$ cat src/rtl/dnn_pkg.sv
// Shared sizes, types and layer geometry for the dense-section weight loader.
// LNN is kept in dnn_top order, so layer k reads it from the back.
package dnn_pkg;

    localparam int NumLayers    = 4;
    localparam int MaxNumNerves = 6;
    localparam int M_W_BitSize  = 16;
    localparam int ImageSize    = 16;
    localparam int LNN [NumLayers] = '{2, 3, 5, 6};

    typedef enum logic [1:0] {IDLE, CLEAR, LOAD, DONE} weight_ld_state_t;
    typedef logic [MaxNumNerves-1:0][M_W_BitSize-1:0] weight_row_t;

    function automatic int rows_for_layer(input int k);
        if (k == 0)
            return ImageSize;
        else
            return LNN[NumLayers-k];
    endfunction

    function automatic logic [MaxNumNerves-1:0] lane_mask(input int k);
        logic [MaxNumNerves-1:0] m;
        m = '0;
        for (int i = 0; i < MaxNumNerves; i++)
            m[i] = (i >= MaxNumNerves - LNN[NumLayers-1-k]);
        return m;
    endfunction

    function automatic int max_rows();
        int m;
        m = ImageSize;
        for (int i = 0; i < NumLayers; i++)
            if (LNN[i] > m) m = LNN[i];
        return m;
    endfunction

    localparam int MaxRows = max_rows();
    localparam int RowW    = (MaxRows > 1) ? $clog2(MaxRows) : 1;
    localparam int LayerW  = (NumLayers > 1) ? $clog2(NumLayers) : 1;

endpackage

$ cat src/rtl/dnn_lane_mask.sv
// Zeroes the weight lanes a layer does not use; the layer's nerves occupy
// the top lanes of the bus.
module dnn_lane_mask
    import dnn_pkg::*;
(
    input  logic [LayerW-1:0]                        layer,
    input  logic [MaxNumNerves-1:0][M_W_BitSize-1:0] row_in,
    output logic [MaxNumNerves-1:0][M_W_BitSize-1:0] row_out
);

    logic [MaxNumNerves-1:0] keep;

    always_comb begin
        keep    = lane_mask(int'(layer));
        row_out = '0;
        for (int i = 0; i < MaxNumNerves; i++)
            row_out[i] = keep[i] ? row_in[i] : '0;
    end

endmodule

$ cat src/rtl/dnn_weight_loader.sv
// Handshaked weight-row scheduler: clears each systolic layer, then steers
// its rows to it through a one-hot strobe, layer by layer.
module dnn_weight_loader
    import dnn_pkg::*;
(
    input  logic                                     clk,
    input  logic                                     res_n,
    input  logic                                     start,
    input  logic                                     src_valid,
    input  logic [MaxNumNerves-1:0][M_W_BitSize-1:0] src_data,
    output logic                                     src_ready,
    output logic [MaxNumNerves-1:0][M_W_BitSize-1:0] out_weights,
    output logic [NumLayers-1:0]                     out_w_valid,
    output logic [NumLayers-1:0]                     out_layer_res_n,
    output logic                                     busy,
    output logic                                     done,
    output logic                                     loaded
);

    for (genvar i = 0; i < NumLayers; i++) begin : g_lnn_chk
        if (LNN[i] > MaxNumNerves || LNN[i] < 1) begin : g_bad
            $error("LNN entry outside 1..MaxNumNerves");
        end
    end
    if (ImageSize < 1) begin : g_bad_image
        $error("ImageSize must be at least 1");
    end

    weight_ld_state_t state, state_next;
    logic [LayerW-1:0] layer;
    logic [RowW-1:0]   row;
    logic              beat;
    logic              last_row;
    logic              last_layer;
    weight_row_t       masked;

    assign beat       = src_valid & src_ready;
    assign last_row   = (int'(row) == rows_for_layer(int'(layer)) - 1);
    assign last_layer = (int'(layer) == NumLayers - 1);

    dnn_lane_mask u_lane_mask (
        .layer   (layer),
        .row_in  (src_data),
        .row_out (masked)
    );

    always_ff @(posedge clk) begin
        if (!res_n)
            state <= IDLE;
        else
            state <= state_next;
    end

    always_comb begin
        state_next = state;
        unique case (state)
            IDLE:    if (start) state_next = CLEAR;
            CLEAR:   state_next = LOAD;
            LOAD:    if (beat && last_row) state_next = last_layer ? DONE : CLEAR;
            DONE:    state_next = IDLE;
            default: state_next = IDLE;
        endcase
    end

    always_comb begin
        src_ready       = 1'b0;
        out_layer_res_n = '1;
        busy            = (state != IDLE);
        done            = 1'b0;
        case (state)
            CLEAR:   out_layer_res_n[layer] = 1'b0;
            LOAD:    src_ready = 1'b1;
            DONE:    done = 1'b1;
            default: ;
        endcase
    end

    // Row/layer counters and the registered output row (one cycle behind the beat).
    always_ff @(posedge clk) begin
        if (!res_n) begin
            layer       <= '0;
            row         <= '0;
            out_weights <= '0;
            out_w_valid <= '0;
            loaded      <= 1'b0;
        end else begin
            out_w_valid <= beat ? (NumLayers'(1) << layer) : '0;
            if (beat)
                out_weights <= masked;
            case (state)
                IDLE: if (start) begin
                    layer  <= '0;
                    loaded <= 1'b0;
                end
                CLEAR: row <= '0;
                LOAD: if (beat) begin
                    if (!last_row)
                        row <= row + RowW'(1);
                    else if (!last_layer)
                        layer <= layer + LayerW'(1);
                end
                DONE: loaded <= 1'b1;
                default: ;
            endcase
        end
    end

endmodule

$ cat config.mk
export PLATFORM = sky130hd
export DESIGN_NAME = dnn_weight_loader
export DESIGN_NICKNAME = d
export VERILOG_FILES = /design/src/rtl/dnn_pkg.sv /design/src/rtl/dnn_lane_mask.sv /design/src/rtl/dnn_weight_loader.sv
export SDC_FILE = /design/constraint.sdc
export NUM_CORES = 1
export LEC_CHECK = 0
export ABC_AREA = 1
export CORE_MARGIN = 4
export CORE_UTILIZATION = 40
export CTS_CLUSTER_SIZE = 30
export DETAILED_ROUTE_END_ITERATION = 16
export PLACE_DENSITY = 0.83
export SLEW_MARGIN = 10
export SYNTH_ARGS = -nofsm -noshare
export SYNTH_HDL_FRONTEND = slang
export SYNTH_SLANG_ARGS = --single-unit
$ cat constraint.sdc
create_clock -name clk -period 2.7 [get_ports clk]
set_clock_uncertainty 0.2 [all_clocks]
set_input_delay 0.27 -clock clk [delete_from_list [all_inputs] [get_ports clk]]
set_output_delay 0.27 -clock clk [all_outputs]
set_load 0.03 [all_outputs]
==> After elaboration in Yosys (flattened, before gate mapping) <==
Index checks and enable logic that the tools add are counted.
W data, S select, Z words.
{ "word_totals": {"out_inout_bits": 108, "register_bits": 109, "inputBits": 100, "wordCells": 88} }
{ "op_classes": {"mux": 32, "order_cmp": 10, "n_reduce_logical": 13, "add_sub_neg": 6, "shift": 1, "n_bitwise": 4, "n_eq_ne": 11} }
{ "ops": {"columns": ["operator", "count"], "rows": [
  ["$mux W32", 5],
  ["$bmux W32 S2", 2],
  ["$mux W16", 6],
  ["$ge A3 B32 Y1 const A", 2],
  ["$ge A32 B3 Y1 const B", 2],
  ["$ge A4 B32 Y1 const A", 2],
  ["$not A32 Y32", 2],
  ["$eq A5 B32 Y1", 1],
  ["$ge A1 B32 Y1 const A", 1],
  ["$ge A2 B32 Y1 const A", 1],
  ["$sub A32 B2 Y32 const B", 1],
  ["$sub A4 B32 Y32 const A", 1],
  ["$mux W2", 7],
  ["$mux W4", 3],
  ["$ne A2 B2 Y1 const B", 6],
  ["$pmux W2 S4", 1],
  ["$pmux W4 S2", 1],
  ["$reduce_bool A2 Y1", 4],
  ["$reduce_and A2 Y1", 3],
  ["$reduce_and A5 Y1", 1],
  ["$add A4 B1 Y4 const B", 1],
  ["$eq A2 B1 Y1 const B", 2],
  ["$eq A2 B2 Y1 const B", 2],
  ["$logic_not A2 Y1", 2],
  ["other kinds (14)", 18]
]} }

==> Depth between registers and ports, before layout <==
Gate-level depths: netlist of run 1.
{ "logic_depth": {"ltp_word": 11, "ltp_mapped": 13, "depth_no_buf": 12} }

==> By module <==
Synthesis of run 1 repeated with hierarchy kept, for this count alone.
{ "hier_totals": {"cells_unflattened": 732, "hier_area_um2": 4946.0} }
{ "modules_own_cells": {"columns": ["mod", "seq_area_each_um2", "area_each_um2", "n_inst", "cells_per_inst"], "rows": [
  ["dnn_weight_loader", 2182.1, 4016.4, 1, 517],
  ["dnn_lane_mask", 0.0, 929.6, 1, 215]
]} }

==> Least setup slack after synthesis of run 1 <==
No wires, ideal clock.
{ "synth_timing": {"kind": "reg-to-reg", "start": "register layer[1]", "end": "register out_weights[85] in the netlist's numbering", "setup_slack_ps": 476, "t_arrival_ps": 1907, "path_stages_with_launch": 10, "n_path_buf": 3, "required_ps": 2383, "path_cell_list": "dfxtp_1 inv_1 clkbuf_1 ha_1 nand2_1 or2_2 clkbuf_1 buf_2 a21oi_1 nor2_1"} }
{ "synth_between": {"elab_chain_cells": 8} }
{ "synth_rtl": {"columns": ["item", "line", "rtl"], "rows": [
  ["start: declaration", "dnn_weight_loader.sv:30", "logic [LayerW-1:0] layer;"],
  ["start signal: assignment", "dnn_weight_loader.sv:100", "layer <= layer + LayerW'(1);"],
  ["$sub A2 B2 Y3", "dnn_pkg.sv:25", "m[i] = (i >= MaxNumNerves - LNN[NumLayers-1-k]);"],
  ["$not A32 Y32 (not written as such)", "dnn_pkg.sv:25", null],
  ["$bmux W32 S2", "dnn_pkg.sv:25", null],
  ["$mux W32 (not written as such) (2 in series)", "dnn_pkg.sv:25", null],
  ["$sub A4 B32 Y32", "dnn_pkg.sv:25", null],
  ["$ge A4 B32 Y1", "dnn_pkg.sv:25", null],
  ["$mux W16", "dnn_lane_mask.sv:17", "row_out[i] = keep[i] ? row_in[i] : '0;"],
  ["end signal: assignment", "dnn_weight_loader.sv:89", "out_weights <= masked;"],
  ["end: declaration", "dnn_weight_loader.sv:12", "output logic [MaxNumNerves-1:0][M_W_BitSize-1:0] out_weights,"]
]} }
No other way between the ends. The select of a mux whose other input is x is not followed.
A chain may end at the register's enable or synchronous reset.

==> Final worst setup path of run 1 <==
{ "layout_timing": {"start": "register layer[0]", "end": "output out_layer_res_n[0]"} }
{ "layout_between": {"elab_chain_cells": 6} }
{ "layout_rtl": {"columns": ["item", "line", "rtl"], "rows": [
  ["$lt A2 B3 Y1 (not written as such) or $ge A2 B1 Y1 (tied branches)", "dnn_weight_loader.sv:71", "CLEAR: out_layer_res_n[layer] = 1'b0;"],
  ["$logic_and A1 B1 Y1 (not written as such)", "dnn_weight_loader.sv:71", null],
  ["$mux W1 (not written as such)", "dnn_weight_loader.sv:71", null],
  ["$demux W1 S2 *", "dnn_weight_loader.sv:71", null],
  ["$not A4 Y4 (no line) *", null, null],
  ["$mux W4 *", "dnn_weight_loader.sv:70", "case (state)"],
  ["end: declaration", "dnn_weight_loader.sv:14", "output logic [NumLayers-1:0] out_layer_res_n,"]
]} }
Every way passes the cells marked *; elsewhere a longest branch is shown, timed or not.

==> flow_summary.toml, run 1 <==
[status]
status = "finished, final reports clean"

[critical_path]
cp_slowest_cell = "clkdlybuf4s50_1"
path_class = "reg2out"
crit_path_max_fanout = 8
cp_data_required_time_ps = 2230
cp_slowest_stage_delay_ps = 700
worstSetupEndpointType = "output pin"
crit_chain = "inv_2, ha_1, nand2_1, clkdlybuf4s50_1"
cp-start-kind = "register"
critPathArrivalTime_ps = 2100

[placement]
io_buffers = 207
dp.cells = 856
hpwl_um = 9720
place_area_mm2 = 0.006409
gp_congestion = 0.8109

[sta]
max_freq_ghz = 0.3894
tightest_slew_ps = 627.3
maxSlewHeadroom_pct = 58.18
drv_slew = 0
finalHoldViolations = 0
finalSetupViolations = 0
finalCritPeriodShare_pct = 95.12
fin_crit_ps = 2568
fin_tns_setup_ps = 0
hold_ws_ps = 258.7
rsz0062_at_grt = "no"

[floorplan]
die_x_um = 111.0
row_count = 37
core_area_mm2 = 0.01032
die_area_mm2 = 0.01232
fp.dieH_um = 111.0
start_util_pct = 41.09
num_io_pins = 208

[clock_network]
hold_buffers = 0
cts.sinks = 109
clk_latency_ps = 360
root_buffer = "clkbuf_8"
cts_setup_buffers = 0
clk_path_buf_depth = 2
cts_max_level = 3
cts_buffers = 9
post_cts_resized = 0
clkTransAtPathRegs_ps = 110
tritoncts = "done"

[drt]
ant_nets = 0
wl_um = 13400
post_drt_via_cell_ratio = 5.139
wl_per_cell_um = 15.37
drc_errors = 0
num_vias = 4481
dr.pass1.iters = 5
top_layer = "met4"
dr_wl_met3_um = 1041
wl_met2_um = 6675
drtIter0Drc = 454
m1WireLength_um = 5426

[power]
peakVddDrop_mv = 0.3919
p_total_w = 0.004309
p_per_area_mw_per_mm2 = 651.3
p_leak_nw = 2.354

[logic_synthesis]
synth_largest_area_cell = "dfxtp_1"
synth_edf_count = 0
synthArstFlopShare_pct = 0
yosys_warnings = 0
synth_area_mm2 = 0.004242
yosysTopAreaCellShare_pct = 51.45
syn_inst = 546
synth.area.top_cells = "dfxtp_1, a21oi_1, nand3_1, nand2_1, nor2_1"
synth_flop_cell = "dfxtp_1"
synth_seq_cells = 109
yosysUniqueCellTypes = 25
syn_nets = 653
avgSynthCellArea_um2 = 7.768
synth-seq-area-share_pct = 51.45

[global_routing]
antenna_found_initial = 0
grt_overflow_total = 0
grt_pass1_vias = 4399
grt_pass1_wl_um = 21830
grt.total_usage_pct = 21.00
grt_max_degree = 98

[cells_and_area]
fin_nets = 838
layout_commonest_cell = "clkdlybuf4s50_1"
multi_input_area_mm2 = 0.001798
area.growth.synth_to_final_pct = 55.99
antenna_cells = 0
fin_area_mm2 = 0.006616
fill_cells = 874
seq_area_mm2 = 0.002182
layoutNonFillerInstCount = 872
final_cell_mix = "clkdlybuf4s50_1, nand2_1, dfxtp_1, a21oi_1, nand3_1"
final_layout_size_suffix_gt1_share_pct = 5.027

[job]
cap_violations = 0

[min_path]
hp-class = "in2reg"
-- state kept, by name, indices dropped and copies added, names as in the netlist --
name / flops
loaded: 1
state: 2
out_w_valid: 4
out_weights: 96
layer: 2
row: 4
-- critical path: cells and delay by family (launching register included) --
| kind | cells | cell delay, ps |
|---|---|---|
| buffers and inverters | 2 | 850 |
| flip-flops | 1 | 530 |
| adder cells (fa/ha/maj) | 1 | 270 |
| AND/OR/NAND/NOR | 1 | 80 |
-- where the power goes --
| group | switching (W) | internal (W) |
|---|---|---|
| logic | 0.000874 | 0.000559 |
| clock network | 0.000589 | 0.000444 |
| registers | 0.0000945 | 0.00175 |
| total | 0.00156 | 0.00275 |
-- cell families after synthesis --
logic type	count (synthesis)	share of synthesized area, %
AND/OR/NAND/NOR	243	25.28
AO/OA/AOI/OAI	123	14.57
flip-flops	109	51.45
buffers and inverters	62	6.224
adder cells (fa/ha/maj)	7	2.065
XOR/XNOR	2	0.4131
-- through the flow --
| step | util, % | setup WS [ps] |
|---|---|---|
| 6_report | 64.09 | 131.9 |
| 2_1_floorplan | - | 475.8 |
| 4_1_cts | 64.07 | 123.0 |
| 5_1_grt | 64.09 | 9.690 |
| 3_5_place_dp | 62.08 | 353.7 |
| 3_3_place_gp | 62.08 | 540.6 |
-- path summary, 6_finish.rpt --
check                        from            endpoint  slack, ps  cells past startpoint
hold reg to reg   out_weights[65]     out_weights[65]        270                      2
hold / removal       src_data[16]     out_weights[16]        260                      3
setup reg to reg         layer[0]              row[2]        290                     11
setup / recovery         layer[0]  out_layer_res_n[0]        130                      4
-- per-layer routing --
metal | track usage (%) | vias to the layer above
met1 | 24.30 | 2098
met5 | 0 | -
met2 | 37.38 | 178
met4 | 6.650 | 0
met3 | 5.895 | 21
li1 | - | 2184
-- synth_stat cells (2+ instances only) --
cell type,n
o21ai_0,21
nor3_2,2
or2_2,2
nor2_1,34
buf_2,4
clkbuf_1,30
inv_1,16
a21oi_1,100
nand4_1,3
nand3_1,87
nand2_1,112
dfxtp_1,109
ha_1,7
inv_2,4
buf_4,5
-- layout make-up --
class,instances,share of cell area [%]
tap,136,2.572
timing repair buffer,215,32.98
clock buffer,9,1.872
clock inverter,7,1.229
inverter,21,1.191
multi-input combinational,375,27.17
sequential,109,32.98
Power figures use the tool's default switching activity.
==> run 2: changes to the inputs <==
--- a/config.mk
+++ b/config.mk
@@ -8,7 +8,7 @@
 export ABC_AREA = 1
 export CORE_MARGIN = 4
 export CORE_UTILIZATION = 40
-export CTS_CLUSTER_SIZE = 30
+export CTS_CLUSTER_SIZE = 14
 export DETAILED_ROUTE_END_ITERATION = 16
 export PLACE_DENSITY = 0.83
 export SLEW_MARGIN = 10
==> constraint.sdc (replaced) <==
create_clock -name clk -period 2.7 [get_ports clk]
set_clock_uncertainty 0.2 [all_clocks]
set_input_delay 0.54 -clock clk [delete_from_list [all_inputs] [get_ports clk]]
set_output_delay 0.54 -clock clk [all_outputs]
set_load 0.03 [all_outputs]
==> flow_summary.toml, run 2 (synthesis gave the netlist of run 1 again) <==
[status]
status = "finished, final reports clean"

[drt]
post_drt_via_cell_ratio = 5.121
drc_errors = 0
ant_nets = 0
drtIter0Drc = 368
num_vias = 4476
wl_per_cell_um = 15.14
wl_um = 13230
dr.pass1.iters = 5

[clock_network]
cts.sinks = 109
clk_path_buf_depth = 2
clkTransAtPathRegs_ps = 90
cts_max_level = 3
tritoncts = "done"
root_buffer = "clkbuf_8"
cts_buffers = 9
clk_latency_ps = 350

[placement]
hpwl_um = 9599
pre_cts_ws_ps = 310.3
io_buffers = 207
gp_congestion = 0.8610

[cells_and_area]
fin_nets = 840
final_cell_mix = "clkdlybuf4s50_1, nand2_1, dfxtp_1, a21oi_1, nand3_1"
final_layout_size_suffix_gt1_share_pct = 5.285
area.growth.synth_to_final_pct = 56.05
fill_cells = 888
antenna_cells = 0
reg.largest.list = "out_weights x96, out_w_valid x4, row x4"
largest-register = "out_weights"
largest_reg_flops = 96
layout_commonest_cell = "clkdlybuf4s50_1"

[floorplan]
row_count = 37
die_x_um = 111.0
die_area_mm2 = 0.01232
num_io_pins = 208
start_util_pct = 41.09
fp.dieH_um = 111.0
core_area_mm2 = 0.01032

[global_routing]
grt_pass1_vias = 4331
grt_overflow_total = 0
grt.total_usage_pct = 20.45
grt_max_degree = 67
grt_pass1_wl_um = 21060
antenna_found_initial = 0

[critical_path]
path_class = "reg2out"
worstSetupEndpointType = "output pin"
critPathArrivalTime_ps = 1850
cp_data_required_time_ps = 1960
crit_path_max_fanout = 7
r2r_slack_ps = 370
cp-start-kind = "register"

[sta]
layout_setup_ws_ps = 113.6
finalSetupViolations = 0
finalHoldViolations = 0
maxSlewHeadroom_pct = 55.51
fin_crit_ps = 2586
fin_tns_setup_ps = 0
hold_ws_ps = 270.1
drv_slew = 0
finalCritPeriodShare_pct = 95.79
tightest_slew_ps = 667.3
max_freq_ghz = 0.3866
rsz0062_at_grt = "no"

[job]
cap_violations = 0

[min_path]
hp-class = "reg2reg"

[power]
peakVddDrop_mv = 0.3566
p_leak_nw = 2.355
p_per_area_mw_per_mm2 = 643.5
-- run 2: what timing repair did --
item                                    4_1_cts  5_1_grt
gates resized for setup                       4        1
hold buffers                                  0        0
setup buffers                                 0        0
endpoints found under the setup margin        4        1
-- run 2: area by class of cell --
| class | instances | area (µm²) | share of cell area (%) |
|---|---|---|---|
| sequential | 109 | 2182 | 32.97 |
| multi-input combinational | 375 | 1803 | 27.24 |
| inverter | 21 | 78.83 | 1.191 |
| timing repair buffer | 217 | 2181 | 32.95 |
| tap | 136 | 170.2 | 2.571 |
| clock buffer | 12 | 165.2 | 2.495 |
| clock inverter | 4 | 38.79 | 0.5860 |
-- run 2: worst paths after layout --
check                                     from                 end  cells after the start
worst min-delay path            out_weights[2]      out_weights[2]                      2
worst max register to register        layer[0]              row[2]                     11
worst min register to register  out_weights[2]      out_weights[2]                      2
worst max-delay path                  layer[0]  out_layer_res_n[3]                      3
-- run 2: critical path, cell delays in order, from the launching register on --
cell	delay, ps
dfxtp_1	490
ha_1	310
nand2_1	80
clkdlybuf4s50_1	620
-- run 2: report_power, final --
group | leakage, nW | internal, W | switching [W]
sequential | 0.883 | 0.00175 | 0.0000939
clock | 0.103 | 0.000427 | 0.000553
combinational | 1.37 | 0.000555 | 0.000883
total | 2.36 | 0.00273 | 0.00153
-- run 2: per-layer routing --
layer | up-vias | wire length [µm] | track usage (%) | part of all wire, %
li1 | 2189 | - | - | -
met1 | 2053 | 5338 | 23.41 | 40
met2 | 204 | 6530 | 36.53 | 49
met3 | 30 | 1038 | 5.622 | 7.8
met4 | 0 | 322 | 6.979 | 2.4
met5 | - | 0 | 0 | 0
-- run 2: metrics by stage --
step	total power [W]	utilization, %	cell area (µm²)	instances
finish	0.004259	64.11	6619	874
global route	0.004487	64.11	6619	874
CTS	0.004281	64.07	6614	874
detailed placement	0.003311	62.10	6411	858
global placement	0.003263	62.10	6411	858
floorplan	0.002716	-	4242	546
==> run 3: changes to the inputs <==
==> constraint.sdc (replaced) <==
create_clock -name clk -period 2.7 [get_ports clk]
set_clock_uncertainty 0.2 [all_clocks]
set_input_delay 0.405 -clock clk [delete_from_list [all_inputs] [get_ports clk]]
set_output_delay 0.405 -clock clk [all_outputs]
set_load 0.03 [all_outputs]
==> flow_summary.toml, run 3 (synthesis gave the netlist of run 1 again) <==
[cells_and_area]
area.growth.synth_to_final_pct = 56.37
layout_commonest_cell = "clkdlybuf4s50_1"
final_cell_mix = "clkdlybuf4s50_1, nand2_1, dfxtp_1, a21oi_1, nand3_1"
largest_reg_flops = 96
fin_nets = 840
antenna_cells = 0
final_layout_size_suffix_gt1_share_pct = 5.285
largest-register = "out_weights"
layoutNonFillerInstCount = 874
fill_cells = 874
reg.largest.list = "out_weights x96, out_w_valid x4, row x4"

[sta]
rsz0062_at_grt = "no"
fin_tns_setup_ps = 0
finalCritPeriodShare_pct = 95.62
max_freq_ghz = 0.3873
drv_slew = 0
maxSlewHeadroom_pct = 57.75
finalSetupViolations = 0
fin_crit_ps = 2582
finalHoldViolations = 0
tightest_slew_ps = 633.7

[clock_network]
clk_path_buf_depth = 2
post_cts_resized = 0
cts_max_level = 3
tritoncts = "done"
clk_latency_ps = 370
cts_buffers = 9
hold_buffers = 0
clkTransAtPathRegs_ps = 90
cts.sinks = 109
cts_setup_buffers = 0
root_buffer = "clkbuf_8"

[drt]
drc_errors = 0
wl_per_cell_um = 15.44
post_drt_via_cell_ratio = 5.152
dr.pass1.iters = 5
num_vias = 4503
ant_nets = 0
wl_um = 13490
drtIter0Drc = 415

[min_path]
worstHoldStart = "out_weights[44]"
hp-class = "reg2reg"
whs_path_depth = 2
min_to = "out_weights[44]"

[power]
p_sw_share_pct = 34.89
p_comb_share_pct = 32.6
p_clk_share_pct = 25.4
p_sw_w = 0.001530
peakVddDrop_mv = 0.2915
p_leak_nw = 2.370
p_int_w = 0.002855
seqPwrFrac_pct = 42.0
p_per_area_mw_per_mm2 = 661.1

[floorplan]
fp.dieH_um = 111.0
core_area_mm2 = 0.01032
row_count = 37
num_io_pins = 208
start_util_pct = 41.09
die_area_mm2 = 0.01232
die_x_um = 111.0

[global_routing]
grt_max_degree = 69
antenna_found_initial = 0
grt_overflow_total = 0
grt.total_usage_pct = 20.73
grt_pass1_vias = 4402
grt_pass1_wl_um = 21240

[critical_path]
worstSetupEndpointType = "output pin"
r2r_slack_ps = 240
cp-start-kind = "register"
crit_path_max_fanout = 8
timing.rr.end = "row[2]"
cp_data_required_time_ps = 2100
path_class = "reg2out"
critPathArrivalTime_ps = 1980
r2r.worst_path.cells = 11
r2r-start = "layer[0]"

[placement]
io_buffers = 207
hpwl_um = 9801
gp_congestion = 0.8903
dp.cells = 858

[job]
cap_violations = 0

[status]
status = "finished, final reports clean"
-- run 3: power by group through the flow --
| stage | logic, W | clock network, W | registers [W] |
|---|---|---|---|
| floorplan | 0.000622 | 0 | 0.00209 |
| global placement | 0.00139 | 0 | 0.00187 |
| detailed placement | 0.00142 | 0 | 0.00187 |
| CTS | 0.00143 | 0.00113 | 0.00184 |
| global route | 0.00153 | 0.00121 | 0.00186 |
| finish | 0.00143 | 0.00112 | 0.00184 |
-- run 3: how the worst max path moves through the flow --
stage	from	endpoint	slack, ps	cells after the start
after floorplan	layer[1]	out_weights[85]	480	9
after global placement	layer[0]	out_layer_res_n[0]	490	4
after detailed placement	layer[0]	row[2]	380	11
after CTS	layer[0]	out_layer_res_n[0]	40	4
after global routing	layer[0]	out_layer_res_n[2]	50	4
final	layer[0]	out_layer_res_n[2]	120	4
-- run 3: cell type report --
type | count | area (µm²) | share of cell area [%]
Timing Repair Buffer | 217 | 2175 | 32.79
Inverter | 21 | 78.83 | 1.188
Tap cell | 136 | 170.2 | 2.566
Clock buffer | 10 | 137.6 | 2.075
Sequential cell | 109 | 2182 | 32.90
Multi-Input combinational cell | 375 | 1798 | 27.11
Clock inverter | 6 | 91.34 | 1.377
-- run 3: per-layer routing --
| metal | wire length, µm | up-vias | global-route usage [%] |
|---|---|---|---|
| li1 | - | 2184 | - |
| met1 | 5376 | 2107 | 23.42 |
| met2 | 6777 | 189 | 37.82 |
| met3 | 1102 | 23 | 5.677 |
| met4 | 235 | 0 | 6.240 |
| met5 | 0 | - | 0 |
-- run 3: stage by stage --
step	hold slack (ps)	worst slack [ps]	utilization (%)	power (W)	cell area, µm²
global placement	251.9	492.1	61.98	0.003255	6399
floorplan	273.7	475.8	-	0.002716	4242
finish	269.6	118.3	64.25	0.004385	6633
global route	287.1	50.50	64.25	0.004605	6633
CTS	269.8	38.37	64.20	0.004400	6628
detailed placement	254.5	376.6	61.98	0.003299	6399
-- run 3: critical path, stage by stage, from the launching register on --
cell	delay (ps)
dfxtp_1	510
inv_2	150
ha_1	220
nand2_1	60
clkdlybuf4s50_1	690
==> variant (config.mk and constraints of run 3) <==
Change the package constant `MaxNumNerves` from 6 to 12.
--- a/src/rtl/dnn_pkg.sv
+++ b/src/rtl/dnn_pkg.sv
@@ -3,7 +3,7 @@
 package dnn_pkg;
 
     localparam int NumLayers    = 4;
-    localparam int MaxNumNerves = 6;
+    localparam int MaxNumNerves = 12;
     localparam int M_W_BitSize  = 16;
     localparam int ImageSize    = 16;
     localparam int LNN [NumLayers] = '{2, 3, 5, 6};
Interface: changed (resized out_weights and src_data); port bits go from 208 to 400. The function was not compared with the original's and may differ.
==> variant against run 3 <==
Cell area increased by 91%; setup slack got worse by 32 ps; total power increased by 91%; global-route usage increased by 4.7 points; sequential cell count increased by 96; synthesized area increased by 82%; routed wire length increased by 120%; maximum frequency decreased by 1.2%; highest routed layer unchanged.
==> variant: results (changes against run 3) <==
Total Routing Usage GR -> 25.47% (+4.7 points)
min-delay worst type -> input pin to register
buffering overhead -> 33.63% (+0.85 points)
Placement Setup Slack -> 136.5 ps (-240.0 ps)
CTS root buffer -> clkbuf_16
crit path DAT -> 2010 ps (+30 ps)
Repair and plain buffers -> 425 (+96%)
post-synthesis sequential area ratio -> 53.20% (+1.8 points)
clk_lat worst skew -> 500 ps (+130 ps)
port bufs -> 399 (+93%)
synthesis-to-layout area growth -> 64.22%
largest net degree at the start of global routing -> 183 (+170%)
total CTS buffers -> 23 (+14)
wl on met1 -> 10.96 mm (+100%)
Power, Total -> 8.355 mW (+91%)
Synthesized Nets -> 1,170 (+79%)
GP Congestion -> 0.8577 (-3.7%)
switch share -> 30.92% (-4.0 points)
final net count -> 1,545 (+84%)
Sequential Power Share -> 39.4% (-2.6 points)
top flop regs -> out_weights: 192 flops, out_w_valid: 4 flops, row: 4 flops
Reg clk slew, reported paths -> 60 ps (-30 ps)
antenna violations before repair -> 1 (+1)
routed wl met3 -> 2.749 mm (+150%)
Initial DRC Count -> 373 (-10%)
drt first pass iters -> 4 (-1)
Total Routed Length -> 29.49 mm (+120%)
vias in the first global route -> 7,948 (+81%)
wire length of the first global-routing pass -> 44.02 mm (+110%)
Worst slew margin -> 51.39% (-6.4 points)
status -> completed
CTS H-tree lvls -> 1 (-2)
Placement Rows -> 50 (+35%)
post-DP HPWL -> 20.77 mm (+110%)
post-synthesis adder-cell area fraction -> 1.784% (-0.28 points)
largest cells by area after synthesis -> dfxtp_1 (53%), a21oi_1 (12%), nand2_1 (12%)
Met2 Wirelength -> 14.73 mm (+120%)
multi-input gate share of the layout cell area -> 25.19% (-1.9 points)
Multi-In Gates -> 660 (+76%)
routed vias/inst -> 5.088 (-1.3%)
placed insts -> 1,571 (+83%)
placed instance area -> 11,940 µm² (+87%)
Logic pwr share -> 25.6% (-7.0 points)
Inserted Diodes -> 1 (+1)
XOR/XNOR share of the synthesized area -> 0% (-0.41 points)
## variant: worst max-delay path, stage by stage, from the launching register on
cell and delay, ps:
dfxtp_1 310, buf_4 150, ha_1 280, nand2_1 100, clkdlybuf4s50_1 670
## variant: what timing repair did
action                                  CTS  global route
endpoints found under the setup margin    3            28
gates resized for setup                   3             1
setup buffers                             0             2
## variant: metal layers
layer | GRT usage (%) | vias to the layer above
met5 | 0 | -
met4 | 8.984 | 0
met2 | 45.70 | 331
met1 | 27.80 | 3814
li1 | - | 3975
met3 | 8.945 | 71
## variant: worst paths after layout
path / startpoint / end / slack (ps) / depth (start not counted)
hold reg to reg: out_weights[191]$_SDFFE_PN0P_ / out_weights[191]$_SDFFE_PN0P_ / 260 / 2
setup / recovery: layer[0]$_SDFFE_PN0P_ / out_layer_res_n[3] / 90 / 4
hold / removal: src_data[8] / out_weights[8]$_SDFFE_PN0P_ / 250 / 3
setup reg to reg: layer[1]$_SDFFE_PN0P_ / out_weights[2]$_SDFFE_PN0P_ / 200 / 10
